<file path="src/rtl/mulu_seq_shiftadd.sv">
// Sequential unsigned shift-add multiplier (P = X * Y) with valid/ready on both sides.
// Optional macro MULU_EARLY_TERM_EN: leave RUN as soon as the remaining multiplier bits are zero.
module mulu_seq_shiftadd #(
   parameter int unsigned X_WIDTH = 8,
   parameter int unsigned Y_WIDTH = 8
) (
   input  logic                         clk,
   input  logic                         rst_n,
   input  logic                         in_valid,
   output logic                         in_ready,
   input  logic [X_WIDTH-1:0]           x,
   input  logic [Y_WIDTH-1:0]           y,
   output logic                         out_valid,
   input  logic                         out_ready,
   output logic [X_WIDTH+Y_WIDTH-1:0]   p,
   output logic                         busy
);

   localparam int unsigned P_WIDTH = X_WIDTH + Y_WIDTH;
   localparam int unsigned CNT_W   = $clog2(Y_WIDTH + 1);

   typedef enum logic [1:0] {
      S_IDLE = 2'd0,
      S_RUN  = 2'd1,
      S_DONE = 2'd2
   } state_t;

   state_t               state_q, state_d;
   logic [X_WIDTH-1:0]   xr_q, xr_d;
   logic [Y_WIDTH-1:0]   yr_q, yr_d;
   logic [P_WIDTH-1:0]   acc_q, acc_d;
   logic [CNT_W-1:0]     cnt_q, cnt_d;
   logic [P_WIDTH-1:0]   p_q, p_d;
   logic                 out_valid_q, out_valid_d;
   logic                 busy_q, busy_d;
   logic                 init_q;

   logic [P_WIDTH-1:0]   addend;
   logic [P_WIDTH-1:0]   sum;
   logic                 last_step;

   // Accept is held off for the first cycle after reset release.
   assign in_ready = init_q & ((state_q == S_IDLE) | ((state_q == S_DONE) & out_ready));

   assign out_valid = out_valid_q;
   assign busy      = busy_q;
   assign p         = p_q;

   always_ff @(posedge clk or negedge rst_n) begin
      if (!rst_n) begin
         state_q     <= S_IDLE;
         xr_q        <= '0;
         yr_q        <= '0;
         acc_q       <= '0;
         cnt_q       <= '0;
         p_q         <= '0;
         out_valid_q <= 1'b0;
         busy_q      <= 1'b0;
         init_q      <= 1'b0;
      end else begin
         state_q     <= state_d;
         xr_q        <= xr_d;
         yr_q        <= yr_d;
         acc_q       <= acc_d;
         cnt_q       <= cnt_d;
         p_q         <= p_d;
         out_valid_q <= out_valid_d;
         busy_q      <= busy_d;
         init_q      <= 1'b1;
      end
   end

   // One partial product per RUN cycle; the add is P_WIDTH wide so it cannot overflow.
   always_comb begin
      addend = yr_q[0] ? (P_WIDTH'(xr_q) << cnt_q) : '0;
      sum    = acc_q + addend;
`ifdef MULU_EARLY_TERM_EN
      last_step = (cnt_q == CNT_W'(Y_WIDTH - 1)) | ((yr_q >> 1) == '0);
`else
      last_step = (cnt_q == CNT_W'(Y_WIDTH - 1));
`endif
   end

   always_comb begin
      state_d = state_q;
      xr_d    = xr_q;
      yr_d    = yr_q;
      acc_d   = acc_q;
      cnt_d   = cnt_q;
      p_d     = p_q;

      case (state_q)
         S_IDLE: begin
            if (in_valid && in_ready) begin
               xr_d    = x;
               yr_d    = y;
               acc_d   = '0;
               cnt_d   = '0;
               state_d = S_RUN;
            end
         end
         S_RUN: begin
            acc_d = sum;
            yr_d  = yr_q >> 1;
            cnt_d = cnt_q + CNT_W'(1);
            if (last_step) begin
               p_d     = sum;
               state_d = S_DONE;
            end
         end
         S_DONE: begin
            // A result take may coincide with the next operand accept.
            if (out_ready) begin
               if (in_valid && in_ready) begin
                  xr_d    = x;
                  yr_d    = y;
                  acc_d   = '0;
                  cnt_d   = '0;
                  state_d = S_RUN;
               end else begin
                  state_d = S_IDLE;
               end
            end
         end
         default: state_d = S_IDLE;
      endcase

      out_valid_d = (state_d == S_DONE);
      busy_d      = (state_d == S_RUN);
   end

endmodule
</file>
<file path="config.mk">
export PLATFORM = sky130hd
export DESIGN_NAME = mulu_seq_shiftadd
export DESIGN_NICKNAME = d
export VERILOG_FILES = /design/src/rtl/mulu_seq_shiftadd.sv
export SDC_FILE = /design/constraint.sdc
export NUM_CORES = 1
export LEC_CHECK = 0
export CORE_UTILIZATION = 30
export CTS_BUF_LIST = sky130_fd_sc_hd__clkbuf_4 sky130_fd_sc_hd__clkbuf_8
export CTS_CLUSTER_DIAMETER = 60
export CTS_CLUSTER_SIZE = 16
export DETAILED_ROUTE_END_ITERATION = 12
export PLACE_DENSITY = 0.51
export SETUP_SLACK_MARGIN = 0.5
export SYNTH_ARGS = -nofsm -noshare
export SYNTH_HDL_FRONTEND = slang
export SYNTH_SLANG_ARGS = --single-unit
</file>
<file path="constraint.sdc">
create_clock -name clk -period 3 [get_ports clk]
set_clock_uncertainty 0.05 [all_clocks]
set_input_delay 0.6 -clock clk [delete_from_list [all_inputs] [get_ports clk]]
set_output_delay 0.6 -clock clk [all_outputs]
set_load 0.02 [all_outputs]
</file>
== Word-level counts from Yosys, hierarchy flattened ==
Index checks and enable logic that the tools add are counted.

* Flip-flop bits (word level): 57

* Bitwise operators: 3
* Reductions and logical operators: 7
* Shifts and indexed selects: 1
* Muxes and demuxes: 18
* $add $sub $neg: 2
* Eq/ne operators: 6

{| class="wikitable"
|+ Operator list
! cell !! count
|-
| 16-bit two-way mux || 3
|-
| 16-bit one-hot mux with 3 select lines || 1
|-
| 8-bit two-way mux || 4
|-
| 8-bit one-hot mux with 3 select lines || 1
|-
| 16-bit adder || 1
|-
| 8-bit one-hot mux with 2 select lines || 1
|-
| 8-bit by 4-bit << shifter with 16-bit output || 1
|-
| 4-bit one-hot mux with 3 select lines || 1
|-
| 4-bit two-way mux || 2
|-
| 2-bit two-way mux || 3
|-
| 2-bit one-hot mux with 3 select lines || 1
|-
| 2-bit AND reduction || 3
|-
| 4-bit by 1-bit adder with 4-bit output (second input constant) || 1
|-
| 2-bit by 1-bit equality test with 1-bit output (second input constant) || 2
|-
| 2-bit equality test (second input constant) || 2
|-
| 4-bit by 3-bit equality test with 1-bit output (second input constant) || 1
|-
| 3-bit nonzero test || 1
|-
| 1-bit bitwise AND || 2
|-
| 2-bit zero test || 1
|-
| 2-bit inequality test (second input constant) || 1
|-
| 2-bit nonzero test || 1
|-
| 1-bit logical AND || 1
|-
| 1-bit two-way mux || 1
|-
| 1-bit OR || 1
|}

== Depth between registers and ports, before layout ==
Gate-level depths: netlist of the first run.

* Depth in word-level cells: 9
* Gate-level depth with buffers: 15

== Worst setup path before layout of the first run ==
Ideal clock, no wire load.

* Kind: register to register
* Start: register cnt_q[0]
* End: register p_q[15], in the netlist p[15]
* Required time: 2,825 ps
* Arrival: 3,123 ps
* Stages on the path, launching flop included: 15
* Clock period less this slack: 3,298 ps
* Path buffers: 2
* Slack: -298 ps
* Cell sequence: dfrtp_1 > buf_6 > buf_2 > mux2i_1 > a21oi_1 > mux2_2 > a22oi_1 > nor2b_1 > ha_1 > a21o_1 > a2111oi_0 > o2bb2ai_1 > a31oi_1 > xnor2_1 > mux2_4

* Longest elaborated chain between the ends: 3
* Elaborated cells between the ends (all ways): 5

{| class="wikitable"
|+ RTL lines
! what !! line !! text
|-
| start, declared || 32 || <nowiki>logic [CNT_W-1:0] cnt_q, cnt_d;</nowiki>
|-
| start signal, assigned || 65 || <nowiki>cnt_q <= cnt_d;</nowiki>
|-
| 8-bit by 4-bit << shifter with 16-bit output || 75 || <nowiki>addend = yr_q[0] ? (P_WIDTH'(xr_q) << cnt_q) : '0;</nowiki>
|-
| 16-bit two-way mux || 75 ||
|-
| 16-bit adder || 76 || <nowiki>sum = acc_q + addend;</nowiki>
|-
| end signal, assigned || 66 || <nowiki>p_q <= p_d;</nowiki>
|-
| end, declared || 33 || <nowiki>logic [P_WIDTH-1:0] p_q, p_d;</nowiki>
|}

Parallel ways exist; a longest one is shown, timed or not.
A chain may end at the register's enable or synchronous reset.

== Worst setup path in the final report of the first run ==
Ends and elaborated chain as after synthesis.

==> impl_metrics.ini, run 1 <==
[clock_network]
clock_latency_ps = 350
path_clk_slew_ps = 70
cts_buffer_depth = 2
root_buffer = clkbuf_8
cts_tree = yes
clock-sinks = 57
ctsHoldBuffers = 0
numCtsBuffers = 9
htree_levels = 3

[floorplanning]
rows = 38
die_y_um = 109
start_util_pct = 31.2
ioPinCount = 39
die_area_sq_um = 11800
die_w_um = 109
core-area_sq_um = 11000

[placed_design]
place.gp.congestion = 0.977
placed_cells = 567
place.port_buffers = 38
hpwl_um = 6880

[detailed_routing]
drc = 0
drt_pass1_iterations = 7
post_drt_wl_per_cell_um = 15.8
drt_iter0_drc = 161
avgViaCountPerCell = 5.14
drt_wl_total_um = 9470
dr_total_vias = 3087
ant_nets = 0

[worst_hold_path]
hp-class = in -> async

[final_layout]
areaGrowthSynthToFinish_pct = 50.3
diodes = 0
final_cells = 601
final_nets = 494
drive_above_1_share_pct = 37.5
layout_common_cells = dfrtp_1, buf_4, nand2_1

[global_routing]
grt_max_degree = 27
antenna_found_initial = 0
gr-usage-all-layers_pct = 17.1
overflow = 0
grt_pass1_vias = 3114
grt_pass1_wl_um = 15300

[critical_path]
crit_family = compound AO/OA/AOI/OAI gates
critPathKind = reg -> reg
cp-start-kind = flip-flop
arrival_ps = 3240
worstPathMaxFanout = 3
r2r-end = p[15]
ff2ff_setup_slack_ps = -50
end_kind = flip-flop
critical_path_required_ps = 3190
crit-reg2reg-launch = cnt_q[0]
slowest_stage = mux4_2
crit_buf_inv = 1
cpPeakStageDelay_ps = 520
critical_path.cell_chain = buf_6 > mux4_2 > a32oi_1 > o22ai_1 > and2_4 > ha_4 > a21o_1 > a2111oi_4 > o2bb2ai_1 > a31oi_1 > xnor2_1 > mux2_4
reg2reg_depth = 12

[synth]
synth_edf_count = 0
synth_area_sq_um = 3420
synth_ff_type = dfrtp_1
yosysTopAreaCellShare_pct = 41.7
synth_warnings = 0
synth_nets = 396
synth_seq_cells = 57
syn_avg_cell_area_sq_um = 9.53
ys_types = 56
async_reset_ff_share_pct = 100
yosys.area.top_type = dfrtp_1
yosysSeqAreaShare_pct = 41.7
syn-instance-count = 359
ys_top_cells_by_area = dfrtp_1, ha_1, nand2_1, mux2_2, o21ai_0

[sta]
min_period_ps = 3050
worst_slack_ps = -50.2
worst_pin_slew_ps = 693
period_share_pct = 102
relSlewSlack_pct = 53.8
hold_viol_final = 0
rsz0062_at_grt = yes
setup_viol = 2
slew_violations = 0
clock.fmax_ghz = 0.328

[pwr]
intPower_uw = 3220
clockPowerShare_pct = 13.6
peakVddDrop_uv = 521
finalPower_uw = 5440
pwr-share-seq_pct = 24.4
leakagePower_uw = 0.00230
p_sw_uw = 2230
p_comb_share_pct = 62.0
pwr_density_cell_nw_per_um2 = 1060
swShare_pct = 40.9

[job]
cap_violations = 0

[run_status]
violations = negative setup slack
outcome = complete, but fails checks
==> worst register-to-register path, delay by kind of cell, from the launching register on <==
kind,cells,cell delay (ps)
adders and majority gates,1,210
DFF,1,410
xor gates and xnor gates,1,170
AOI/OAI and AO/OA,6,1080
and+or+nand+nor,1,150
muxes,2,780
buffers and inverters,1,110
==> sequential cells by signal (all words and copies together) (netlist names) <==
register	count
acc_q	16
p	16
xr_q	8
yr_q	8
cnt_q	4
state_q	2
busy	1
init_q	1
out_valid	1
==> kinds of logic after synthesis <==
kind of cell	count (synthesis)	synth area share [%]
xor gates and xnor gates	15	3.84
and+or+nand+nor	114	15.4
other	1	0.110
adders and majority gates	17	6.44
DFF	57	41.7
AOI/OAI and AO/OA	100	20.6
muxes	22	7.90
buffers and inverters	33	3.99
==> cell usage after synthesis, types with 3 or more instances <==
library cell and number:
dfrtp_1 57, nand2_1 52, o21ai_0 22, nor2_1 20, a21oi_1 17, ha_1 16, clkbuf_1 15, mux2_2 13
nor2b_1 13, inv_1 12, a22o_1 9, xnor2_1 9, a21o_1 8, a222oi_1 7, mux2i_1 6, o22ai_1 6
xor2_1 6, and2_1 5, nand2b_1 5, nand3_1 5, a211oi_1 4, a22oi_1 4, buf_2 4, nand4_1 4
a31oi_1 3, o21a_1 3
==> power groups by stage <==
| stage | clock network (uW) | registers [uW] | logic (uW) |
|---|---|---|---|
| final | 739 | 1330 | 3380 |
| after global routing | 806 | 1370 | 3660 |
| after detailed placement | 0 | 1310 | 2730 |
| after CTS | 766 | 1330 | 3190 |
| after floorplan | 0 | 1340 | 1710 |
| after global placement | 0 | 1300 | 2710 |
==> worst max path at each step <==
stage | cells after the start | slack [ps] | startpoint | end
final | 12 | -50 | cnt_q[0] | p[15]
after global routing | 13 | -200 | cnt_q[0] | p[15]
after CTS | 12 | -80 | cnt_q[0] | p[15]
after detailed placement | 12 | -240 | cnt_q[0] | acc_q[11]
after global placement | 12 | -180 | cnt_q[0] | acc_q[11]
after floorplan | 14 | -40 | cnt_q[0] | p[15]
==> metal layers <==
metal  GRT usage, %  part of all wire, %  vias up
li1               -                    -     1496
met4           7.53                  2.1        0
met3           4.72                  3.9       16
met1           20.6                   44     1501
met5              0                    0        -
met2           28.6                   50       74
==> through the flow <==
step / setup slack [ps] / hold WS (ps) / utilization [%] / area [sq um] / TNS [ps]
after floorplan: -39.3 / 254 / - / 3550 / -39.3
after global placement: -184 / 411 / 40.0 / 4390 / -1190
after detailed placement: -239 / 416 / 40.0 / 4390 / -2050
after CTS: -79.3 / 115 / 45.0 / 4950 / -94.1
after global routing: -203 / 118 / 46.8 / 5140 / -1090
final: -50.2 / 116 / 46.8 / 5140 / -61.4
==> cell type report <==
class	count	area, sq um
Fill cell	1055	5840
Clock inverter	3	40.0
Timing Repair Buffer	107	962
Multi-Input combinational cell	269	2330
Inverter	13	50.0
Clock buffer	12	159
Sequential cell	57	1430
Tap cell	140	175
==> timing repair <==
| action | in CTS | in global routing |
|---|---|---|
| endpoints found under the setup margin | 25 | 24 |
| endpoints found under the hold margin | 0 | 0 |
| pin swaps | 29 | 34 |
| buffers inserted | 11 | 8 |
| gates resized for setup | 64 | 26 |
Power figures use the tool's default switching activity.
==> run 2, diff against run 1 <==
Settings changed: CORE_ASPECT_RATIO from default to 0.8.
Clock period 3 ns to 2.8 ns, I/O delays scaled along.
==> run 2 against run 1 <==
Against the previous run:
- wire length increased by 2.1%
- sequential share of layout area down 0.50 points
- the run still ends with negative setup slack left
- design area up 1.8%
- highest routed layer unchanged
- via count increased by 0.13%
- total power increased by 8.9%
==> impl_metrics.ini, run 2 (synthesis results as in run 1) <==
[run_status]
outcome = complete, but fails checks
violations = negative setup slack

[sta]
rsz0062_at_grt = yes
setup_viol = 18
hold_viol_final = 0
min_period_ps = 3140
slew_violations = 0
worst_slack_ps = -340
period_share_pct = 112
fin_hold_ws_ps = 143
clock.fmax_ghz = 0.318

[floorplanning]
start_util_pct = 31.2
die_w_um = 121
die_area_sq_um = 11800
rows = 34
die_y_um = 97.5
core-area_sq_um = 11000
ioPinCount = 39

[global_routing]
grt_pass1_vias = 3065
gr-usage-all-layers_pct = 17.2
overflow = 0
grt_max_degree = 58
grt_pass1_wl_um = 15600
antenna_found_initial = 0

[critical_path]
worstPathMaxFanout = 6
cp-start-kind = flip-flop
end_kind = flip-flop
slowest_stage = mux4_2
arrival_ps = 3310
critical_path.cell_chain = buf_6 > buf_4 > mux4_2 > a21oi_2 > nor2b_2 > ha_2 > a21o_1 > a2111oi_4 > o2bb2ai_2 > a31oi_2 > xnor2_1 > mux2_4
critPathKind = reg -> reg
crit_buf_inv = 2
cpPeakStageDelay_ps = 560
reg2reg_depth = 12
r2r-end = p[15]
critical_path_required_ps = 2970
ff2ff_setup_slack_ps = -340
crit_family = compound AO/OA/AOI/OAI gates
crit-reg2reg-launch = cnt_q[0]

[detailed_routing]
post_drt_wl_per_cell_um = 15.6
ant_nets = 0
drt_pass1_iterations = 5
dr_total_vias = 3091
drc = 0
drt_iter0_drc = 197
drt_wl_total_um = 9670
avgViaCountPerCell = 4.97

[final_layout]
regArea_sq_um = 1430
multi_input_area_sq_um = 2320
diodes = 0
final_cells = 622
layout_common_cells = buf_4, dfrtp_1, nand2_1
nFillCells = 1041
layout_commonest_cell = buf_4
drive_above_1_share_pct = 39.7
final_nets = 511
areaGrowthSynthToFinish_pct = 53.0

[clock_network]
clock-sinks = 57
numCtsBuffers = 9
path_clk_slew_ps = 70
cts_tree = yes
cts_buffer_depth = 2
clock_latency_ps = 340
htree_levels = 3
root_buffer = clkbuf_8
ctsHoldBuffers = 0

[placed_design]
placed_cells = 592
hpwl_um = 6570
place.port_buffers = 38
place.gp.congestion = 0.851

[job]
cap_violations = 0

[pwr]
leakagePower_uw = 0.00235
pwr_density_cell_nw_per_um2 = 1130
peakVddDrop_uv = 453

[worst_hold_path]
hp-class = in -> async
-- run 2: cell count changes in the layout (fill, tap and decap cells not counted), moves of 2 or more --
cell,delta
buf_4,+21
buf_6,-3
ha_1,-3
ha_2,+3
nand2_2,+2
nand2_4,-2
nor2_2,-3
nor2_4,+3
nor2b_2,+2
nor2b_4,-2
xor2_1,-2
xor2_2,+2
-- run 2: routing by layer --
metal | part of all wire, % | vias to the layer above | track usage, % | routed length, um
li1 | - | 1524 | - | -
met5 | 0 | - | 0 | 0
met2 | 44 | 72 | 25.4 | 4270
met1 | 50 | 1482 | 24.4 | 4850
met3 | 4.1 | 13 | 4.28 | 397
met4 | 1.6 | 0 | 4.94 | 156
-- run 2: what timing repair did --
item                                    CTS  global route
endpoints found under the hold margin     0             0
pin swaps                                21            31
setup buffers                             5            10
endpoints found under the setup margin   27            30
gates resized for setup                  45            41
-- run 2: worst max-delay path by stage --
stage,cells after the start,startpoint,slack [ps],endpoint
global placement,11,cnt_q[0],-380,p[15]
CTS,13,cnt_q[0],-250,p[15]
finish,12,cnt_q[0],-340,p[15]
detailed placement,11,cnt_q[0],-410,p[15]
floorplan,14,cnt_q[0],-240,p[15]
global route,12,cnt_q[0],-480,p[15]
-- run 2: metrics by stage --
stage                     setup TNS [ps]  utilization [%]  setup WS [ps]  power (uW)  area [sq um]
final                              -3170             47.7           -340        5930          5240
after CTS                          -2710             45.2           -254        5600          4960
after floorplan                     -655                -           -239        3270          3550
after global placement             -3650             41.4           -376        4450          4540
after global routing               -5730             47.7           -482        6370          5240
after detailed placement           -4370             41.4           -405        4490          4540
-- run 2: report_power, final --
| group | internal, uW | switching, uW | leakage [uW] |
|---|---|---|---|
| clock network | 461 | 327 | 0.000106 |
| logic | 1900 | 1800 | 0.00151 |
| registers | 1150 | 287 | 0.000732 |
| total | 3520 | 2410 | 0.00235 |
-- run 2: area by class of cell --
cell class | count | share of cell area, %
clock buffer | 12 | 3.03
clock inverter | 3 | 0.765
inverter | 13 | 0.956
multi-input combinational | 269 | 44.2
sequential | 57 | 27.3
tap | 144 | 3.44
timing repair buffer | 124 | 20.3
==> run 3, diff against run 2 <==
Settings changed: ABC_CLOCK_PERIOD_IN_PS from default to 2800, CELL_PAD_IN_SITES_DETAIL_PLACEMENT from default to 0, CELL_PAD_IN_SITES_GLOBAL_PLACEMENT from default to 1, PLACE_DENSITY 0.51 to 0.62.
==> run 3 against run 2 <==
Against the previous run:
- die area unchanged
- the run still ends with negative setup slack left
- global-route usage up 0.48 points
- worst setup slack better by 67 ps
- sequential share of layout area up 0.13 points
- flip-flop and latch count unchanged
- highest routed layer unchanged
- total power up 0.58%
- critical path type unchanged
==> impl_metrics.ini, run 3 (synthesis results as in run 1) <==
[run_status]
outcome = complete, but fails checks
violations = negative setup slack

[worst_hold_path]
hp-class = in -> async

[clock_network]
clock-sinks = 57
numCtsBuffers = 9
clock_latency_ps = 340
path_clk_slew_ps = 60
cts_buffer_depth = 2
root_buffer = clkbuf_8
htree_levels = 3
cts_tree = yes
ctsHoldBuffers = 0

[detailed_routing]
ant_nets = 0
drt_iter0_drc = 160
post_drt_wl_per_cell_um = 15.5
drt_wl_total_um = 9630
drt_pass1_iterations = 4
avgViaCountPerCell = 4.94
dr_total_vias = 3060
drc = 0

[sta]
period_share_pct = 110
slew_violations = 0
min_period_ps = 3070
clock.fmax_ghz = 0.325
hold_viol_final = 0
worst_slack_ps = -273
rsz0062_at_grt = yes
fin_hold_ws_ps = 186
relSlewSlack_pct = 57.8
worst_pin_slew_ps = 632
setup_viol = 17

[critical_path]
arrival_ps = 3250
end_kind = flip-flop
critPathKind = reg -> reg
reg2reg_depth = 11
worstPathMaxFanout = 6
cp-start-kind = flip-flop
ff2ff_setup_slack_ps = -270
crit-reg2reg-launch = cnt_q[0]
critical_path_required_ps = 2980
r2r-end = acc_q[11]

[floorplanning]
core-area_sq_um = 11000
rows = 34
ioPinCount = 39
die_w_um = 121
die_y_um = 97.5
die_area_sq_um = 11800
start_util_pct = 31.2

[pwr]
finalPower_uw = 5960
pwr_density_cell_nw_per_um2 = 1140
peakVddDrop_uv = 464
p_sw_uw = 2410
pwr-share-seq_pct = 24.0
clockPowerShare_pct = 13.2
p_comb_share_pct = 62.8
swShare_pct = 40.4
leakagePower_uw = 0.00237
intPower_uw = 3550

[placed_design]
place.gp.congestion = 0.848
hpwl_um = 6860
place.port_buffers = 38
detailedPlace.worstSlack_ps = -380

[final_layout]
multi_input_area_sq_um = 2300
drive_above_1_share_pct = 38.9
final_nets = 509
layout_commonest_cell = buf_4
areaGrowthSynthToFinish_pct = 52.3
regArea_sq_um = 1430
nFillCells = 1033
diodes = 0
layout_common_cells = buf_4, dfrtp_1, nand2_1
fin_util_pct = 47.5

[global_routing]
grt_pass1_vias = 3149
grt_pass1_wl_um = 16100
gr-usage-all-layers_pct = 17.6
antenna_found_initial = 0
grt_max_degree = 34
overflow = 0

[job]
cap_violations = 0
==> run 3: changes by cell type in the layout (fill, tap and decap cells not counted), sizes merged <==
cell and delta:
buf -2
==> run 3: how the worst max path moves through the flow <==
stage / slack (ps) / cells past startpoint / end / start
global placement: -360 / 11 / p[15] / cnt_q[0]
finish: -270 / 11 / acc_q[11] / cnt_q[0]
floorplan: -240 / 14 / p[15] / cnt_q[0]
global route: -390 / 13 / p[15] / cnt_q[0]
detailed placement: -380 / 11 / p[15] / cnt_q[0]
CTS: -250 / 13 / p[15] / cnt_q[0]
==> run 3: worst max-delay path, stage by stage (launching register included) <==
cell and delay, ps:
dfrtp_2 460, mux4_2 550, buf_6 130, nand2_2 50
o21a_1 140, nor2_1 60, ha_1 310, a21o_1 220
o2111ai_4 260, a21oi_2 100, or3_1 390, a32o_1 260
==> run 3: layout make-up <==
type	count	area share, %
Tap cell	144	3.46
Timing Repair Buffer	122	20.2
Inverter	13	0.960
Clock inverter	3	0.768
Multi-Input combinational cell	269	44.1
Clock buffer	12	3.05
Sequential cell	57	27.4
==> run 3: timing repair <==
| action | CTS | global route |
|---|---|---|
| resized for setup | 40 | 49 |
| pin swaps | 27 | 30 |
| buffers inserted | 8 | 6 |
| gates cloned | 0 | 0 |
| setup endpoints to repair | 27 | 29 |
==> run 3: power by group through the flow <==
stage	Sequential, uW	Combinational [uW]	Clock, uW
5_1_grt	1480	4090	843
4_1_cts	1410	3390	810
3_3_place_gp	1410	3040	0
3_5_place_dp	1410	3080	0
6_report	1430	3750	786
2_1_floorplan	1430	1840	0
==> run 3: per-layer routing <==
metal | GRT usage (%) | part of all wire (%) | up-vias
li1 | - | - | 1527
met3 | 4.17 | 2.7 | 13
met1 | 25.1 | 52 | 1479
met4 | 5.22 | 1.3 | 0
met2 | 26.2 | 44 | 41
met5 | 0 | 0 | -
==> run 3: through the flow <==
step / instance area, sq um / TNS [ps] / cells
after detailed placement: 4540 / -4400 / 591
after floorplan: 3550 / -655 / 359
after CTS: 4920 / -2280 / 614
after global routing: 5210 / -4980 / 620
final: 5210 / -2620 / 620
after global placement: 4540 / -3200 / 591
==> variant 1, RTL diff (flow settings as in run 2) <==
`Y_WIDTH`: 8 -> 4.
--- a/src/rtl/mulu_seq_shiftadd.sv
+++ b/src/rtl/mulu_seq_shiftadd.sv
@@ -2,7 +2,7 @@
 // Optional macro MULU_EARLY_TERM_EN: leave RUN as soon as the remaining multiplier bits are zero.
 module mulu_seq_shiftadd #(
    parameter int unsigned X_WIDTH = 8,
-   parameter int unsigned Y_WIDTH = 8
+   parameter int unsigned Y_WIDTH = 4
 ) (
    input  logic                         clk,
    input  logic                         rst_n,
Ports: changed (resized p and y); port bits go from 39 to 31. The function was not compared with the original's and may differ.
==> variant 1 against run 2 <==
The flow still finishes with violations (negative setup slack). Worst setup slack better by 0.25 ns. Total power is 37% lower. Sequential power decreased by 22%. Global-route usage decreased by 3.6 points. Sequential cell count shrank 13. Area after synthesis fell by 26%. Combinational power fell by 43%. Final area down 33%. Critical path depth unchanged. Routed wire length fell by 40%. Largest cell class unchanged. Highest routed layer unchanged.
==> variant 1: results (changes against run 2) <==
\begin{tabular}{lr}
\hline
Metric & Value \\
\hline
\multicolumn{2}{l}{\textbf{Synth}} \\
Mux contribution to synthesized area & 11.6\% (+3.7 points) \\
Largest cells by area after synthesis & dfrtp\_1, mux2\_2, ha\_1, o21ai\_0, nand2\_1 \\
Adder and majority gate portion of the synthesized area & 7.23\% (+0.80 points) \\
Share of the synthesized area in compound gates (AO/OA/AOI/OAI) & 14.9\% (-5.8 points) \\
Post-synth cell types & 52 (-7.1\%) \\
Net count of the mapped netlist & 285 (-28\%) \\
Share of the synthesized area in the top cell type & 43.6\% (+1.9 points) \\
Mean area per synthesized cell & 9.91 sq um (+3.9\%) \\
\multicolumn{2}{l}{\textbf{Status}} \\
Violated checks & negative setup slack \\
Run status & finished with violations \\
\multicolumn{2}{l}{\textbf{Global routing}} \\
Wire length of the first global-routing pass & 9520 microns (-39\%) \\
GRT Overall Usage & 13.6\% (-3.6 points) \\
Met2 usage in global routing & 20.0\% (-5.3 points) \\
\multicolumn{2}{l}{\textbf{Pwr}} \\
Pwr/cell area & 1070 mW/mm\^{}2 (-5.7\%) \\
Largest voltage drop on the vdd net & 0.506 mV (+12\%) \\
Power consumed by combinational cells & 2.11 mW (-43\%) \\
\multicolumn{2}{l}{\textbf{Routing}} \\
Final Routed Wirelength & 5790 microns (-40\%) \\
Routed wl met2 & 2480 microns (-42\%) \\
Vias & 2024 (-35\%) \\
\multicolumn{2}{l}{\textbf{Placement}} \\
Number of I/O port buffers & 30 (-21\%) \\
Post-Place Cells & 411 (-31\%) \\
Hpwl dp & 4240 microns (-35\%) \\
\multicolumn{2}{l}{\textbf{Timing}} \\
Setup slack of the critical path after layout & -0.0882 ns (+0.252 ns) \\
Final setup violation count & 2 (-16) \\
\multicolumn{2}{l}{\textbf{Setup path}} \\
Arrival time reported for the critical path endpoint & 3.03 ns (-0.28 ns) \\
Largest stage delay on the critical path & 0.49 ns (-0.07 ns) \\
Slowest stage cell on the critical path & dfrtp\_2 \\
\multicolumn{2}{l}{\textbf{Finish}} \\
Final cell count without fillers & 424 (-32\%) \\
\hline
\end{tabular}
==> variant 1: cell type report <==
class                           instances  area, sq um
Fill cell                             810         4560
Multi-Input combinational cell        193         1530
Sequential cell                        44         1100
Timing Repair Buffer                   67          596
Tap cell                              108          135
Clock buffer                            5         68.8
Clock inverter                          3         42.5
Inverter                                4         15.0
==> variant 1: final timing paths <==
path                            slack [ns]  cells past startpoint     start    endpoint
worst min-delay path                  0.13                      1     rst_n        p[7]
min in group clk                      0.44                      2      p[7]        p[7]
max in group asynchronous             1.85                      2     rst_n  state_q[0]
worst min register to register        0.44                      2      p[7]        p[7]
worst max-delay path                 -0.09                     12  cnt_q[1]       p[11]
worst max register to register       -0.09                     12  cnt_q[1]       p[11]
==> variant 1: what timing repair did <==
action | CTS | global route
pin swaps | 0 | 23
setup buffers | 0 | 5
hold buffers | 0 | 0
resized for setup | 6 | 27
setup endpoints to repair | 17 | 19
==> variant 2, RTL diff (config.mk and constraints of run 2) <==
Made on the original files. Make the reset (`rst_n`) synchronous in one clocked block.
--- a/src/rtl/mulu_seq_shiftadd.sv
+++ b/src/rtl/mulu_seq_shiftadd.sv
@@ -46,7 +46,7 @@
    assign busy      = busy_q;
    assign p         = p_q;
 
-   always_ff @(posedge clk or negedge rst_n) begin
+   always_ff @(posedge clk) begin
       if (!rst_n) begin
          state_q     <= S_IDLE;
          xr_q        <= '0;
Behaviour: differs if rst_n is asserted again (counterexample within 4 cycles, from zero or initial values and one cycle with rst_n low); with rst_n held inactive, the same outputs for 10 cycles.
==> variant 2 against run 2 <==
Sequential cell count unchanged. Count of clock-buffer cells in the layout grew 2. Critical path type unchanged. Largest cell class unchanged. Final area is 0.81% higher. Non-clock buffer count shrank 15. Critical endpoint is now p[10]. Routed wire length is 14% higher. Area after synthesis rose by 2.5%. Worst setup slack improved by 0.35 ns.
Power is left out: it rests on default switching activity, and per cell area and clock period it moved more than threefold.
==> variant 2: results (changes against run 2) <==
\begin{tabular}{lr}
\hline
Metric & Value \\
\hline
\multicolumn{2}{l}{\textbf{Finish}} \\
Multi-input logic cell count & 343 (+28\%) \\
Clock buffer count in the final layout & 14 (+2) \\
Share of cell area taken by flip-flops and latches & 21.8\% (-5.5 points) \\
Area taken by multi-input logic gates & 0.00281 sq mm (+21\%) \\
Proportion of layout cells with a drive suffix above 1 & 35.7\% (-4.1 points) \\
Sequential cell count & 57 (unchanged) \\
Inverter count of the layout excluding clock inverters & 4 (-9) \\
Final clock-cell share & 3.29\% (-0.50 points) \\
\multicolumn{2}{l}{\textbf{Placement}} \\
Post-Place Cells & 638 (+7.8\%) \\
Last weighted congestion value of the routability-driven placer & 0.884 (+3.9\%) \\
Hpwl dp & 7550 microns (+15\%) \\
Cell area reported after detailed placement & 0.00442 sq mm (-2.7\%) \\
\multicolumn{2}{l}{\textbf{Synth}} \\
Largest cells by area after synthesis & dfxtp\_1, nand2\_1, ha\_1, nand3\_1, a21boi\_0 \\
Post-synth cell types & 59 (+5.4\%) \\
Share of synthesized flip-flops with an asynchronous set or reset & 0\% (-100 points) \\
Top cells by count, synth & nand2\_1, dfxtp\_1, nand3\_1 \\
\multicolumn{2}{l}{\textbf{Timing}} \\
Final setup violation count & 0 (-18) \\
Final Hold Slack & 0.402 ns (+0.259 ns) \\
\multicolumn{2}{l}{\textbf{Routing}} \\
Routed length on met1 & 5200 microns (+7.2\%) \\
Avg Vias per Cell & 5.32 (+7.0\%) \\
1st-pass router iterations & 4 (-1) \\
\multicolumn{2}{l}{\textbf{Global routing}} \\
GRT Overall Usage & 19.5\% (+2.4 points) \\
Global routing usage on met1 & 25.5\% (+1.1 points) \\
Number of global-route vias before repair & 3535 (+15\%) \\
Maximum number of pins on one net before global-route repair & 29 (-50\%) \\
Routing usage on met3 & 4.22\% (-0.060 points) \\
\multicolumn{2}{l}{\textbf{Hold path}} \\
Min-Delay Path Class & register to register \\
\multicolumn{2}{l}{\textbf{Setup path}} \\
Worst reg2reg startpoint & cnt\_q[1] \\
Capture point of the worst reg-to-reg path & p[10] \\
\multicolumn{2}{l}{\textbf{Status}} \\
Run status & finished clean \\
\multicolumn{2}{l}{\textbf{Clock tree}} \\
Number of resized instances in the post-cts repair step & 76 (+69\%) \\
\hline
\end{tabular}
==> variant 2: cell count changes after synthesis, moves of 17 or more <==
cell             run 2  this run
dfxtp_1              0        57
nand3_1              5        33
a21boi_0             1        21
nand2_1             52        69
dfrtp_1             57         0
==> variant 2: cells by family (layout without fill, tap and decap cells) <==
logic type / count (synthesis) / in the layout / synth area share (%)
buffers and inverters: 34 / 127 / 4.03
DFF: 57 / 57 / 32.5
AOI/OAI and AO/OA: 114 / 114 / 22.4
adders and majority gates: 17 / 17 / 6.28
and+or+nand+nor: 186 / 186 / 26.3
xor gates and xnor gates: 12 / 12 / 3.21
muxes: 14 / 14 / 5.28
==> variant 2: critical path, stage by stage (launching register included) <==
cell      delay (ns)
dfxtp_4         0.39
buf_6           0.13
mux4_2          0.52
mux2i_4         0.23
nor2_4          0.06
ha_4            0.32
nand3_4         0.12
o211ai_4        0.24
nand2_2         0.09
or4b_1          0.51
nand3_1         0.07
